===== src/rtl/bus_pkg.sv =====
// Shared definitions for the bus fabric: bus-cycle phase names, lock-tracker
// state encodings and the multi-driver detection helper.
package bus_pkg;

  typedef enum logic [2:0] {
    PH_A1 = 3'd0,
    PH_A2 = 3'd1,
    PH_A3 = 3'd2,
    PH_M1 = 3'd3,
    PH_M2 = 3'd4,
    PH_X1 = 3'd5,
    PH_X2 = 3'd6,
    PH_X3 = 3'd7
  } phase_e;

  typedef enum logic [1:0] {
    ST_UNLOCKED = 2'd0,
    ST_LOCKING  = 2'd1,
    ST_LOCKED   = 2'd2
  } lock_state_e;

  // Two or more bits set: clearing the lowest set bit still leaves something.
  function automatic logic multi_hot(input logic [15:0] v);
    return |(v & (v - 16'd1));
  endfunction

endpackage


===== src/rtl/bus_phase_tracker.sv =====
// Tracks the eight-phase CPU bus cycle, locking onto the sync strobe that
// marks phase A1 and flagging strobes that arrive out of place.
module bus_phase_tracker
  import bus_pkg::*;
(
  input  logic       clock,
  input  logic       reset_n,
  input  logic       halt,
  input  logic       sync,
  output logic [2:0] phase,
  output logic       locked,
  output logic       sync_err
);

  lock_state_e state_r;
  phase_e      phase_r;
  logic        locked_r;
  logic        sync_err_r;

  // Lock FSM with registered phase, lock flag and sync-error pulse.
  always_ff @(posedge clock or negedge reset_n) begin
    if (!reset_n) begin
      state_r    <= ST_UNLOCKED;
      phase_r    <= PH_A1;
      locked_r   <= 1'b0;
      sync_err_r <= 1'b0;
    end else begin
      sync_err_r <= 1'b0;
      if (!halt) begin
        case (state_r)
          ST_UNLOCKED: begin
            if (sync) begin
              phase_r <= PH_A2;
              state_r <= ST_LOCKING;
            end else begin
              phase_r <= PH_A1;
            end
          end
          ST_LOCKING: begin
            if (sync) begin
              phase_r <= PH_A2;
              if (phase_r == PH_A1) begin
                state_r  <= ST_LOCKED;
                locked_r <= 1'b1;
              end
            end else begin
              phase_r <= phase_e'(phase_r + 3'd1);
            end
          end
          ST_LOCKED: begin
            if (sync) begin
              phase_r <= PH_A2;
              if (phase_r != PH_A1) begin
                sync_err_r <= 1'b1;
                state_r    <= ST_LOCKING;
                locked_r   <= 1'b0;
              end
            end else if (phase_r == PH_A1) begin
              // Expected strobe missing: drop lock, phase parks at A1.
              state_r  <= ST_UNLOCKED;
              locked_r <= 1'b0;
            end else begin
              phase_r <= phase_e'(phase_r + 3'd1);
            end
          end
          default: begin
            state_r  <= ST_UNLOCKED;
            phase_r  <= PH_A1;
            locked_r <= 1'b0;
          end
        endcase
      end
    end
  end

  assign phase    = phase_r;
  assign locked   = locked_r;
  assign sync_err = sync_err_r;

endmodule


===== src/rtl/bus_fabric.sv =====
// Shared-bus fabric: lowest-index-wins resolution of agent drives, contention
// monitoring with sticky error/mask/count, and the bus-cycle phase tracker.
module bus_fabric
  import bus_pkg::*;
#(
  parameter int NUM_AGENTS = 8,
  parameter int WIDTH      = 4,
  parameter int CNT_W      = 8
) (
  input  logic                        clock,
  input  logic                        reset_n,
  input  logic                        halt,
  input  logic                        sync,
  input  logic [NUM_AGENTS*WIDTH-1:0] agent_data_o,
  input  logic [NUM_AGENTS-1:0]       agent_data_en,
  input  logic                        err_clear,
  output logic [WIDTH-1:0]            bus_data,
  output logic                        bus_valid,
  output logic [3:0]                  bus_owner,
  output logic [2:0]                  phase,
  output logic                        locked,
  output logic                        sync_err,
  output logic                        contention,
  output logic                        err_sticky,
  output logic [NUM_AGENTS-1:0]       conflict_mask,
  output logic [CNT_W-1:0]            conflict_count
);

  localparam logic [CNT_W-1:0] CNT_ONE = CNT_W'(1);

  logic [WIDTH-1:0]      bus_data_s;
  logic                  bus_valid_s;
  logic [3:0]            bus_owner_s;
  logic                  contention_s;
  logic                  contention_r;
  logic                  err_sticky_r;
  logic [NUM_AGENTS-1:0] conflict_mask_r;
  logic [CNT_W-1:0]      conflict_count_r;

  // Priority mux: scanning downward lets the lowest enabled index win last.
  always_comb begin
    bus_data_s  = {WIDTH{1'b0}};
    bus_valid_s = 1'b0;
    bus_owner_s = 4'd0;
    for (int i = NUM_AGENTS - 1; i >= 0; i--) begin
      bus_data_s  = agent_data_en[i] ? agent_data_o[i*WIDTH +: WIDTH] : bus_data_s;
      bus_owner_s = agent_data_en[i] ? 4'(i) : bus_owner_s;
      bus_valid_s = agent_data_en[i] | bus_valid_s;
    end
  end

  assign contention_s = multi_hot(16'(agent_data_en));

  // Contention record; a new contention takes precedence over err_clear.
  always_ff @(posedge clock or negedge reset_n) begin
    if (!reset_n) begin
      contention_r     <= 1'b0;
      err_sticky_r     <= 1'b0;
      conflict_mask_r  <= {NUM_AGENTS{1'b0}};
      conflict_count_r <= {CNT_W{1'b0}};
    end else begin
      contention_r <= contention_s;
      if (contention_s) begin
        err_sticky_r    <= 1'b1;
        conflict_mask_r <= agent_data_en;
        if (err_clear) begin
          conflict_count_r <= CNT_ONE;
        end else if (!(&conflict_count_r)) begin
          conflict_count_r <= conflict_count_r + CNT_ONE;
        end
      end else if (err_clear) begin
        err_sticky_r     <= 1'b0;
        conflict_mask_r  <= {NUM_AGENTS{1'b0}};
        conflict_count_r <= {CNT_W{1'b0}};
      end
    end
  end

  bus_phase_tracker u_phase_tracker (
    .clock    (clock),
    .reset_n  (reset_n),
    .halt     (halt),
    .sync     (sync),
    .phase    (phase),
    .locked   (locked),
    .sync_err (sync_err)
  );

  assign bus_data       = bus_data_s;
  assign bus_valid      = bus_valid_s;
  assign bus_owner      = bus_owner_s;
  assign contention     = contention_r;
  assign err_sticky     = err_sticky_r;
  assign conflict_mask  = conflict_mask_r;
  assign conflict_count = conflict_count_r;

endmodule

===== config.mk =====
export PLATFORM = sky130hd
export DESIGN_NAME = bus_fabric
export DESIGN_NICKNAME = d
export VERILOG_FILES = /design/src/rtl/bus_pkg.sv /design/src/rtl/bus_phase_tracker.sv /design/src/rtl/bus_fabric.sv
export SDC_FILE = /design/constraint.sdc
export NUM_CORES = 1
export LEC_CHECK = 0
export CAP_MARGIN = 0
export CORE_MARGIN = 3
export CORE_UTILIZATION = 42
export DETAILED_ROUTE_END_ITERATION = 16
export PLACE_DENSITY = 0.85
export SLEW_MARGIN = 30
export SYNTH_ARGS = -nofsm -noshare
export SYNTH_HDL_FRONTEND = slang
export SYNTH_HIERARCHICAL = 1
export SYNTH_SLANG_ARGS = --single-unit

===== constraint.sdc =====
create_clock -name clock -period 2.18 [get_ports clock]
set_input_delay 0.218 -clock clock [delete_from_list [all_inputs] [get_ports clock]]
set_output_delay 0.218 -clock clock [all_outputs]
set_load 0.01 [all_outputs]

# After elaboration in Yosys (flattened, before gate mapping)
# Index checks and enable logic that the tools add are counted.
# totals
out_inout_bits,32
wordCells,85
reg_bits,25
in_bits,45
# op_classes
eq_ne,9
muxes,45
addsub,3
n_bitwise,10
reduce_logical,10
# op_table
op,n
$mux 8,5
$mux 3,11
$mux 4,8
$and 8x16->16,1
$reduce_or 16->1,1
$mux 1,12
$mux 2,6
$reduce_and 6->1,2
$pmux 3 s3,1
$sub 8x1->9 const B,1
$add 8x1->8 const B,1
$reduce_and 8->1,1
$or 1x1->1,7
$ne 2x2->1 const B,3
$ne 3x2->1 const B,2
$pmux 2 s3,1
$reduce_and 2->1,2
$add 3x1->3 const B,1
$logic_not 3->1,1
$ne 3x3->1 const B,1
$pmux 1 s3,1
$reduce_bool 3->1,1
$eq 2x1->1 const B,1
$eq 2x2->1 const B,1
other kinds (4),5

# Logic depth before layout (Yosys ltp)
# Gate-level depths: netlist (run 1).
# logic_depth
word_depth,8
ltp_mapped,9
depth_no_buf,6

# By module
# Netlist (run 1), hierarchy kept.
# by_module_without_submodules
module,n_inst,cells_per_inst,seq_area_each_um2,area_per_inst_um2
bus_fabric,1,155,450.4,1277.5
bus_phase_tracker,1,49,175.2,500.5

# Worst setup path before layout (run 1)
# No wires, ideal clock.
# synth_path
path_kind,flip-flop to flip-flop
startpoint,reg u_phase_tracker.phase_r[0] (netlist: u_phase_tracker/phase[0])
endpoint,reg u_phase_tracker.state_r[1]
arrival_time_ns,1.637
n_path_buf,0
path_slack_ns,0.418
synth_period_minus_slack_ns,1.762
required_time_ns,2.055
setup_ns,0.125
stages_incl_launch_ff,7
path_cell_list,dfrtp_1 > inv_1 > ha_1 > nor2b_2 > a311oi_4 > o221ai_2 > mux2_4
# synth_via
elab_chain_len,3
elab_cells_between_ends,6
classes_between,eq/ne: 3; reduce/logical: 3
# synth_rtl
item,line,rtl
from (decl),bus_phase_tracker.sv:16,phase_e phase_r;
from (signal assigned),bus_phase_tracker.sv:47,phase_r <= phase_e'(phase_r + 3'd1);
from (signal assigned),bus_phase_tracker.sv:63,phase_r <= phase_e'(phase_r + 3'd1);
$reduce_bool 3->1 / $logic_not 3->1 (equally long branches),"bus_phase_tracker.sv:53, bus_phase_tracker.sv:42, bus_phase_tracker.sv:58",
$ne 3x2->1 (no line) / $ne 2x1->1 (equally long branches),-,
$reduce_and 6->1 (no line) *,-,
to (signal assigned),bus_phase_tracker.sv:55,state_r <= ST_LOCKING;
to (signal assigned),bus_phase_tracker.sv:60,state_r <= ST_UNLOCKED;
to (signal assigned),bus_phase_tracker.sv:67,state_r <= ST_UNLOCKED;
to (decl),bus_phase_tracker.sv:15,lock_state_e state_r;
# Every way passes the cells marked *; elsewhere a longest branch is shown, timed or not.
# A chain may end at the register's enable or synchronous reset.

# Final worst setup path (run 1)
# layout_path
startpoint,in agent_data_en[1]
endpoint,out bus_owner[1]
# layout_via
elab_chain_len,2
# layout_rtl
item,line,rtl
from (decl),bus_fabric.sv:15,"input logic [NUM_AGENTS-1:0] agent_data_en,"
$mux 3 (2 in series),bus_fabric.sv:47,bus_owner_s = agent_data_en[i] ? 4'(i) : bus_owner_s;
to (decl),bus_fabric.sv:19,"output logic [3:0] bus_owner,"
# No other way between the ends.

==> results of run 1 <==
layout make-up:
type	instances	area, µm²	share of cell area [%]
Clock buffer	3	41.3	1.49
Clock inverter	1	8.76	0.316
Inverter	13	51.3	1.85
Multi-Input combinational cell	154	1070	38.6
Sequential cell	25	626	22.6
Tap cell	50	62.6	2.26
Timing Repair Buffer	96	912	32.9
path summary, 6_finish.rpt:
| path | cells past startpoint | slack, ns | end |
|---|---|---|---|
| min | 2 | 0.30 | conflict_count[6] |
| min reg2reg | 1 | 0.50 | u_phase_tracker/locked |
| max | 6 | 0.08 | bus_owner[1] |
| max in group asynchronous | 2 | 1.63 | conflict_mask[5] |
| min in group clock | 4 | 0.42 | conflict_mask[5] |
| max reg2reg | 6 | 0.34 | u_phase_tracker/state_r[1] |
routing by layer:
layer / vias up / wire length (µm)
li1: 916 / -
met1: 880 / 2230
met2: 47 / 2560
met3: 10 / 181
met4: 0 / 126
met5: - / 0
where the power goes:
part	leakage, nW	internal [mW]	switching, mW
clock network	0.0261	0.134	0.155
registers	0.310	0.521	0.0558
logic	0.853	0.353	0.325
total	1.19	1.01	0.536
synthesized netlist by cell type, types with 3 or more instances:
master and n:
ha_1 7, nor2b_1 6, nand2_1 24, inv_1 12, o22ai_1 5, nand2b_1 4, dfrtp_1 25, buf_6 4
nor3_1 4, a221oi_1 4, o21ai_0 17, a31oi_1 3, clkbuf_1 5, nand3b_1 8, a21oi_1 19, nor2_1 10
cells by family (layout without fill, tap and decap cells):
family | Yosys count | after routing | synth area share (%)
other | 1 | 1 | 0.211
flip-flops | 25 | 25 | 35.2
multiplexers | 3 | 3 | 2.32
AND/OR/NAND/NOR | 76 | 76 | 24.1
AO/OA/AOI/OAI | 67 | 67 | 25.8
buffers and inverters | 25 | 113 | 7.46
adder cells (fa/ha/maj) | 7 | 7 | 4.93
worst register-to-register path, cell delays in order (launching register included):
cell and delay [ns]:
dfrtp_1 0.42, inv_1 0.10, ha_1 0.20, nor2b_2 0.20, a311oi_4 0.34, o221ai_2 0.16, mux2_4 0.31
sequential cells by signal, summed over array words and instances, names as in the netlist:
signal / flops
conflict_count: 8
contention: 1
u_phase_tracker/phase: 3
u_phase_tracker/state_r: 2
err_sticky: 1
conflict_mask: 8
u_phase_tracker/sync_err: 1
u_phase_tracker/locked: 1
what timing repair did:
| action | in CTS | in global routing |
|---|---|---|
| hold endpoints to repair | 0 | 0 |
| pin swaps | 1 | 0 |
| setup endpoints to repair | 5 | 5 |
| gates resized for setup | 7 | 11 |
| hold buffers | 0 | 0 |
per-stage QoR:
stage,utilization (%),instances
CTS,67.6,342
floorplan,-,204
detailed placement,66.2,338
global placement,66.2,338
global route,68.8,342
finish,68.8,342
==> qor.yml, run 1 <==
status: "complete, no violations"
ys_top_cells_by_area: "dfrtp_1 35%, a21oi_1 5.3%, nand2_1 5.1%"
hpwl_um: 3950
finalSetupTns_ns: 0
vias: 1853
numCtsBuffers: 3
stdcell_area_mm2: 0.00277
hold_class: "input pin to async pin"
antennaDiodeCount: 0
clkSinkCount: 25
rsz0062_at_grt: "true"
wl_per_cell_um: 14.9
synth_area_mm2: 0.00178
drc: 0
clk_path_buf_depth: 2
crit_start: "agent_data_en[1]"
worstPathArrival_ns: 1.88
critPathBufInv: 4
slew_headroom_pct: 59.0
fin_crit_sh_pct: 96.4
r2r_start: "u_phase_tracker/phase[0]"
setup_slack_ns: 0.0774
yosysWarnings: 6
setup-violations-final: 0
power_density_mw_per_mm2: 557
grt_usage_pct: 19.9
yosysSeqAreaShare_pct: 35.2
dr.pass1.iters: 4
postPlaceCellArea_mm2: 0.00267
path_cells: "clkdlybuf4s50_1 > buf_4 > nor2_1 > buf_4 > a21boi_0 > clkdlybuf4s50_1"
synth_seq_cells: 25
htreeDepth: 1
p_leak_nw: 1.19
drv_slew: 0
tightest_slew_ns: 0.613
async_flop_share_pct: 100
most-common-layout-cells: "67 x clkdlybuf4s50_1, 25 x dfrtp_1, 24 x nand2_1, 21 x buf_4, 19 x a21oi_1"
cts_tree: "yes"
critPathRequiredTime_ns: 1.96
yosys_most_used_dff: "dfrtp_1"
cp_top_family: "buffers and inverters"
grt_max_degree: 26
nets: 345
io_pins: 77
hold_slack_ns: 0.301
grt_first_pass_wirelength_um: 8340
yosysTopAreaCell: "dfrtp_1"
vdd_drop_max_mv: 0.303
busiest_layer: "met2"
nFillCells: 337
rows: 23
startpoint_type: "input pin"
viasPerCell: 5.42
min_period_ns: 2.10
cts_root_buf: "clkbuf_8"
first_iter_violations: 141
hold_viol: 0
ys_types: 52
wl_um: 5100
gr-total-overflow: 0
gp_congestion: 1.00
cp_slowest_cell: "clkdlybuf4s50_1"
use_met1_pct: 28.3
ant_nets: 0
clk_latency_ns: 0.27
timing.fmax_mhz: 476
crit_fanout: 11
worst_path_largest_cell_delay_ns: 0.58
synth_nets: 256
die_y_um: 71.1
start_util_pct: 44.1
clock_skew_ns: 0.00433
gr-usage-met2_pct: 32.4
finalPower_mw: 1.54
dpl_worst_slack_ns: -0.302
core_area_mm2: 0.00403
drive_gt1_share_pct: 15.1
antenna_found_initial: 0
syn_inst: 204
grtUsageMet3_pct: 1.99
synth_top_cell_area_share_pct: 35.2
grt_pass1_vias: 1820
critPathCaptureType: "output port"
die_w_um: 71.1
clkTransAtPathRegs_ns: 0.10
final_common_cell: "clkdlybuf4s50_1"
die_area_mm2: 0.00505
syn_avg_cell_area_um2: 8.72
synth_edf_count: 0
postCtsSetupRepairBufs: 0
io_buffers: 75
drv_cap: 0
syn2layout_area_growth_pct: 55.9
path_class: "input pin to output port"
Power figures use the tool's default switching activity.
==> run 2, diff against run 1 <==
Settings changed: CORE_UTILIZATION 42 to 38, PLACE_DENSITY 0.85 to 0.81.
Clock period 2.18 ns to 1.7 ns, I/O delays scaled along.
==> run 2 against run 1 <==
Against the previous run:
- critical path depth fell by 1
- cell area grew 7.5%
- clock skew about the same
- final cell count rose by 8.5%
- critical path type is now flip-flop to flip-flop
==> qor.yml, run 2 (synthesis results as in run 1) <==
drv_slew: 0  # unchanged
crit_fanout: 4  # was 11
dr.pass1.iters: 4  # unchanged
first_iter_violations: 134  # was 141
rsz0062_at_grt: "true"  # unchanged
start_util_pct: 40.0  # was 44.1%
clock_skew_ns: 0.00408  # was 0.00433 ns
wl_um: 5450  # was 5100 µm
min_period_ns: 1.66
cts_root_buf: "clkbuf_8"  # unchanged
power_density_mw_per_mm2: 720  # was 557 mW/mm²
htreeDepth: 1  # unchanged
cts_tree: "yes"  # unchanged
worst_path_largest_cell_delay_ns: 0.42  # was 0.58 ns
startpoint_type: "flip-flop"  # was input pin
critPathCaptureType: "flip-flop"  # was output port
ant_nets: 0  # unchanged
gr-total-overflow: 0  # unchanged
finalSetupTns_ns: 0  # unchanged
io_buffers: 75  # unchanged
antennaDiodeCount: 0  # unchanged
drc: 0  # unchanged
worstPathArrival_ns: 1.82  # was 1.88 ns
path_cells: "ha_2 > nor2b_4 > a311oi_4 > o221ai_2 > mux2_4"  # was clkdlybuf4s50_1 > buf_4 > nor2_1 > buf_4 > a21boi_0 > clkdlybuf4s50_1
final_common_cell: "clkdlybuf4s50_1"  # unchanged
die_w_um: 74.4  # was 71.1 µm
cp_slowest_cell: "dfrtp_1"  # was clkdlybuf4s50_1
stdcell_area_mm2: 0.00298  # was 0.00277 mm²
numCtsBuffers: 3  # unchanged
clkTransAtPathRegs_ns: 0.09  # was 0.10 ns
critPathRequiredTime_ns: 1.86  # was 1.96 ns
clkSinkCount: 25  # unchanged
path_class: "flip-flop to flip-flop"  # was input pin to output port
grt_usage_pct: 19.1  # was 19.9%
io_pins: 77  # unchanged
setup-violations-final: 0  # unchanged
wl_per_cell_um: 14.7  # was 14.9 µm
hpwl_um: 4100  # was 3950 µm
grt_pass1_vias: 1866  # was 1820
place_inst: 357  # was 338
nets: 372  # was 345
vias: 1934  # was 1853
fin_crit_sh_pct: 97.7
ctsHoldBuffers: 0  # unchanged
drive_gt1_share_pct: 26.6  # was 15.1%
hold_class: "input pin to async pin"  # unchanged
drv_cap: 0  # unchanged
viasPerCell: 5.21  # was 5.42
die_area_mm2: 0.00554  # was 0.00505 mm²
syn2layout_area_growth_pct: 67.6  # was 55.9%
hold_viol: 0  # unchanged
die_y_um: 74.4  # was 71.1 µm
grt_first_pass_wirelength_um: 8410  # was 8340 µm
clk_latency_ns: 0.27  # about the same
gp_congestion: 0.861  # was 1.00
status: "complete, no violations"  # unchanged
antenna_found_initial: 0  # unchanged
most-common-layout-cells: "57 x clkdlybuf4s50_1, 47 x buf_4, 25 x dfrtp_1, 24 x nand2_1, 18 x a21oi_1"  # was 67 x clkdlybuf4s50_1, 25 x dfrtp_1, 24 x nand2_1, 21 x buf_4, 19 x a21oi_1
core_area_mm2: 0.00444  # was 0.00403 mm²
postPlaceCellArea_mm2: 0.00280  # was 0.00267 mm²
p_leak_nw: 1.34  # was 1.19 nW
timing.fmax_mhz: 602
vdd_drop_max_mv: 0.573  # was 0.303 mV
rows: 24  # was 23
clk_path_buf_depth: 2  # unchanged
final-instance-count-excl-fill: 371  # was 342
finalPower_mw: 2.15  # was 1.54 mW
grt_max_degree: 26  # unchanged
run 2: cell count changes in the layout (fill, tap and decap cells not counted), sizes merged:
| cell | before | now |
|---|---|---|
| buf | 21 | 51 |
| clkbuf | 3 | 7 |
| clkdlybuf4s15 | 2 | 1 |
| clkdlybuf4s50 | 67 | 57 |
| clkinv | 0 | 1 |
| dlygate4sd2 | 3 | 8 |
| dlymetal6s2s | 3 | 2 |
| inv | 14 | 13 |
run 2: metrics by stage:
step / setup slack, ns / util (%) / hold slack [ns]
CTS: 0.00569 / 64.9 / 0.268
global placement: -0.614 / 63.0 / 0.481
floorplan: 0.0192 / - / -0.126
detailed placement: -0.719 / 63.0 / 0.487
global route: -0.0484 / 67.1 / 0.280
finish: 0.0392 / 67.1 / 0.262
run 2: layer usage:
| metal | GRT usage [%] | routed length (µm) | vias up |
|---|---|---|---|
| li1 | - | - | 978 |
| met1 | 24.8 | 2320 | 906 |
| met2 | 34.0 | 2900 | 46 |
| met3 | 2.84 | 185 | 4 |
| met4 | 3.16 | 45 | 0 |
| met5 | 0 | 0 | - |
run 2: worst paths after layout:
check | slack, ns | startpoint | endpoint | depth (start not counted)
max in group asynchronous | 1.20 | reset_n | conflict_count[5] | 2
worst max register to register | 0.04 | u_phase_tracker/state_r[0] | u_phase_tracker/state_r[1] | 5
worst min-delay path | 0.26 | reset_n | u_phase_tracker/phase[2] | 2
worst max-delay path | 0.04 | u_phase_tracker/state_r[0] | u_phase_tracker/state_r[1] | 5
worst min register to register | 0.50 | u_phase_tracker/locked | u_phase_tracker/locked | 1
min in group clock | 0.31 | agent_data_en[6] | conflict_mask[6] | 4
run 2: critical path, delay by kind of cell, from the launching register on:
family                     cells  cell delay [ns]
and+or+nand+nor                1             0.14
DFF                            1             0.42
muxes                          1             0.32
adders and majority gates      1             0.19
AOI/OAI and AO/OA              2             0.49
run 2: repair_timing:
| item | in CTS | in global routing |
|---|---|---|
| setup buffers | 2 | 8 |
| cloned | 0 | 0 |
| hold endpoints to repair | 0 | 0 |
| pin swaps | 4 | 10 |
| setup endpoints to repair | 28 | 10 |
| gates resized for setup | 35 | 24 |
run 2: layout make-up:
type,instances,area (µm²)
fill,368,1460
timing repair buffer,123,1070
clock inverter,1,5.00
sequential,25,626
inverter,13,51.3
clock buffer,3,41.3
multi-input combinational,154,1120
tap,52,65.1
run 2: where the power goes:
group | internal [mW] | switching (mW) | leakage [nW] | total, mW
registers | 0.668 | 0.0480 | 0.310 | 0.716
logic | 0.592 | 0.492 | 1.01 | 1.08
clock network | 0.164 | 0.182 | 0.0255 | 0.346
==> run 3, diff against run 2 <==
Settings changed: CELL_PAD_IN_SITES_DETAIL_PLACEMENT set to 1, CELL_PAD_IN_SITES_GLOBAL_PLACEMENT set to 2, CORE_UTILIZATION 38 to 21, PLACE_DENSITY 0.81 to 0.8.
==> run 3 against run 2 <==
Against the previous run:
- combinational power hardly changed
- wire length increased by 21%
- cell area grew 3.4%
- register-to-register slack about the same
- non-clock buffer count increased by 2
- critical path depth did not move
- sequential cell count is the same
- sequential power barely moved
- final cell count is 14% higher
- clock skew decreased by 0.00075 ns
- die area up 74%
- largest cell class unchanged
- largest power group unchanged
==> qor.yml, run 3 (synthesis results as in run 1) <==
hold_class: "input pin to async pin"  # unchanged
antennaDiodeCount: 0  # unchanged
final_common_cell: "clkdlybuf4s50_1"  # unchanged
drc: 0  # unchanged
drv_cap: 0  # unchanged
critPathCaptureType: "output port"  # was flip-flop
critPathBufInv: 2  # was 0
crit_fanout: 1  # was 4
grt_max_degree: 26  # unchanged
worstPathArrival_ns: 1.51  # was 1.82 ns
wl_um: 6590  # was 5450 µm
tightest_slew_ns: 0.540
clkTransAtPathRegs_ns: 0.10  # was 0.09 ns
gp_congestion: 0.840  # was 0.861
cp_slowest_cell: "or4_1"  # was dfrtp_1
ctsHoldBuffers: 0  # unchanged
clk_path_buf_depth: 2  # unchanged
grtUsageMet3_pct: 1.86  # was 2.84%
gr-total-overflow: 0  # unchanged
p_leak_nw: 1.36  # was 1.34 nW
die_w_um: 98.0  # was 74.4 µm
gr-usage-met2_pct: 23.0  # was 34.0%
finalSetupTns_ns: 0  # unchanged
drv_slew: 0  # unchanged
finalPower_mw: 2.19  # was 2.15 mW
path_class: "input pin to output port"  # was flip-flop to flip-flop
power_density_mw_per_mm2: 711  # was 720 mW/mm²
grt_pass1_vias: 2031  # was 1866
dr.pass1.iters: 3  # was 4
nFillCells: 937  # was 368
die_area_mm2: 0.00961  # was 0.00554 mm²
rsz0062_at_grt: "true"  # unchanged
hold_slack_ns: 0.263  # was 0.262 ns
numCtsBuffers: 3  # unchanged
clk_latency_ns: 0.27  # about the same
core_area_mm2: 0.00797  # was 0.00444 mm²
critPathRequiredTime_ns: 1.53  # was 1.86 ns
multi_input_area_mm2: 0.00112  # about the same
syn2layout_area_growth_pct: 73.3  # was 67.6%
hold_viol: 0  # unchanged
grt_usage_pct: 13.2  # was 19.1%
worst_path_largest_cell_delay_ns: 0.48  # was 0.42 ns
viasPerCell: 4.61  # was 5.21
seq_area_um2: 626  # unchanged
use_met1_pct: 17.8  # was 24.8%
clkSinkCount: 25  # unchanged
cp_top_family: "buffers and inverters"  # was compound AO/OA/AOI/OAI gates
startpoint_type: "input pin"  # was flip-flop
fin_crit_sh_pct: 99.0  # was 97.7%
vias: 1952  # was 1934
most-common-layout-cells: "56 x clkdlybuf4s50_1, 48 x buf_4, 25 x dfrtp_1, 24 x nand2_1, 18 x a21oi_1"  # was 57 x clkdlybuf4s50_1, 47 x buf_4, 25 x dfrtp_1, 24 x nand2_1, 18 x a21oi_1
min_period_ns: 1.68  # was 1.66 ns
die_y_um: 98.0  # was 74.4 µm
path_cells: "clkdlybuf4s50_1 > o22ai_1 > or4_1 > a31oi_1 > buf_2"  # was ha_2 > nor2b_4 > a311oi_4 > o221ai_2 > mux2_4
rows: 32  # was 24
grt_first_pass_wirelength_um: 10500  # was 8410 µm
slew_headroom_pct: 63.9
io_buffers: 75  # unchanged
setup-violations-final: 0  # unchanged
antenna_found_initial: 0  # unchanged
ant_nets: 0  # unchanged
cts_root_buf: "clkbuf_8"  # unchanged
nets: 374  # was 372
busiest_layer: "met2"  # unchanged
vdd_drop_max_mv: 0.233  # was 0.573 mV
drive_gt1_share_pct: 27.7  # was 26.6%
clock_skew_ns: 0.00333  # was 0.00408 ns
timing.fmax_mhz: 594  # was 602 MHz
cts_tree: "yes"  # unchanged
wl_per_cell_um: 15.6  # was 14.7 µm
htreeDepth: 1  # unchanged
status: "complete, no violations"  # unchanged
hpwl_um: 5000  # was 4100 µm
start_util_pct: 22.3  # was 40.0%
first_iter_violations: 48  # was 134
io_pins: 77  # unchanged
run 3: timing repair:
action                                  4_1_cts  5_1_grt
gates resized for setup                      41       23
endpoints found under the setup margin       27        9
pin swaps                                     5        9
buffers inserted                              5        4
run 3: area by class of cell:
| type | count | share of cell area (%) |
|---|---|---|
| multi-input cells | 154 | 36.3 |
| repair buffers | 125 | 36.1 |
| flip-flops and latches | 25 | 20.3 |
| well taps | 102 | 4.14 |
| inverters | 13 | 1.66 |
| clock buffers | 4 | 1.46 |
run 3: stage by stage:
stage | utilization [%] | setup WS [ns] | instance area, µm² | instances
after global routing | 38.7 | -0.0375 | 3080 | 423
after CTS | 37.8 | 0.00548 | 3010 | 419
after floorplan | - | 0.0192 | 1780 | 204
after detailed placement | 36.3 | -0.681 | 2890 | 411
after global placement | 36.3 | -0.628 | 2890 | 411
final | 38.7 | 0.0177 | 3080 | 423
run 3: final timing paths:
| kind | start | end | slack, ns | cells after the start |
|---|---|---|---|---|
| worst max-delay path | agent_data_o[19] | bus_data[3] | 0.02 | 5 |
| worst min register to register | u_phase_tracker/locked | u_phase_tracker/locked | 0.51 | 1 |
| min in group clock | agent_data_en[4] | conflict_mask[4] | 0.32 | 4 |
| worst max register to register | u_phase_tracker/state_r[0] | u_phase_tracker/state_r[1] | 0.04 | 5 |
| max in group asynchronous | reset_n | conflict_mask[3] | 1.17 | 2 |
| worst min-delay path | reset_n | u_phase_tracker/locked | 0.26 | 2 |
run 3: per-layer routing:
layer | routed length, µm | part of all wire [%]
met3 | 112 | 1.7
met1 | 3110 | 47
met2 | 3310 | 50
met4 | 58 | 0.88
met5 | 0 | 0
run 3: report_power, final:
| part | leakage, nW | switching [mW] | internal (mW) |
|---|---|---|---|
| combinational | 1.03 | 0.505 | 0.592 |
| sequential | 0.310 | 0.0502 | 0.668 |
| clock | 0.0228 | 0.209 | 0.168 |
| total | 1.36 | 0.765 | 1.43 |
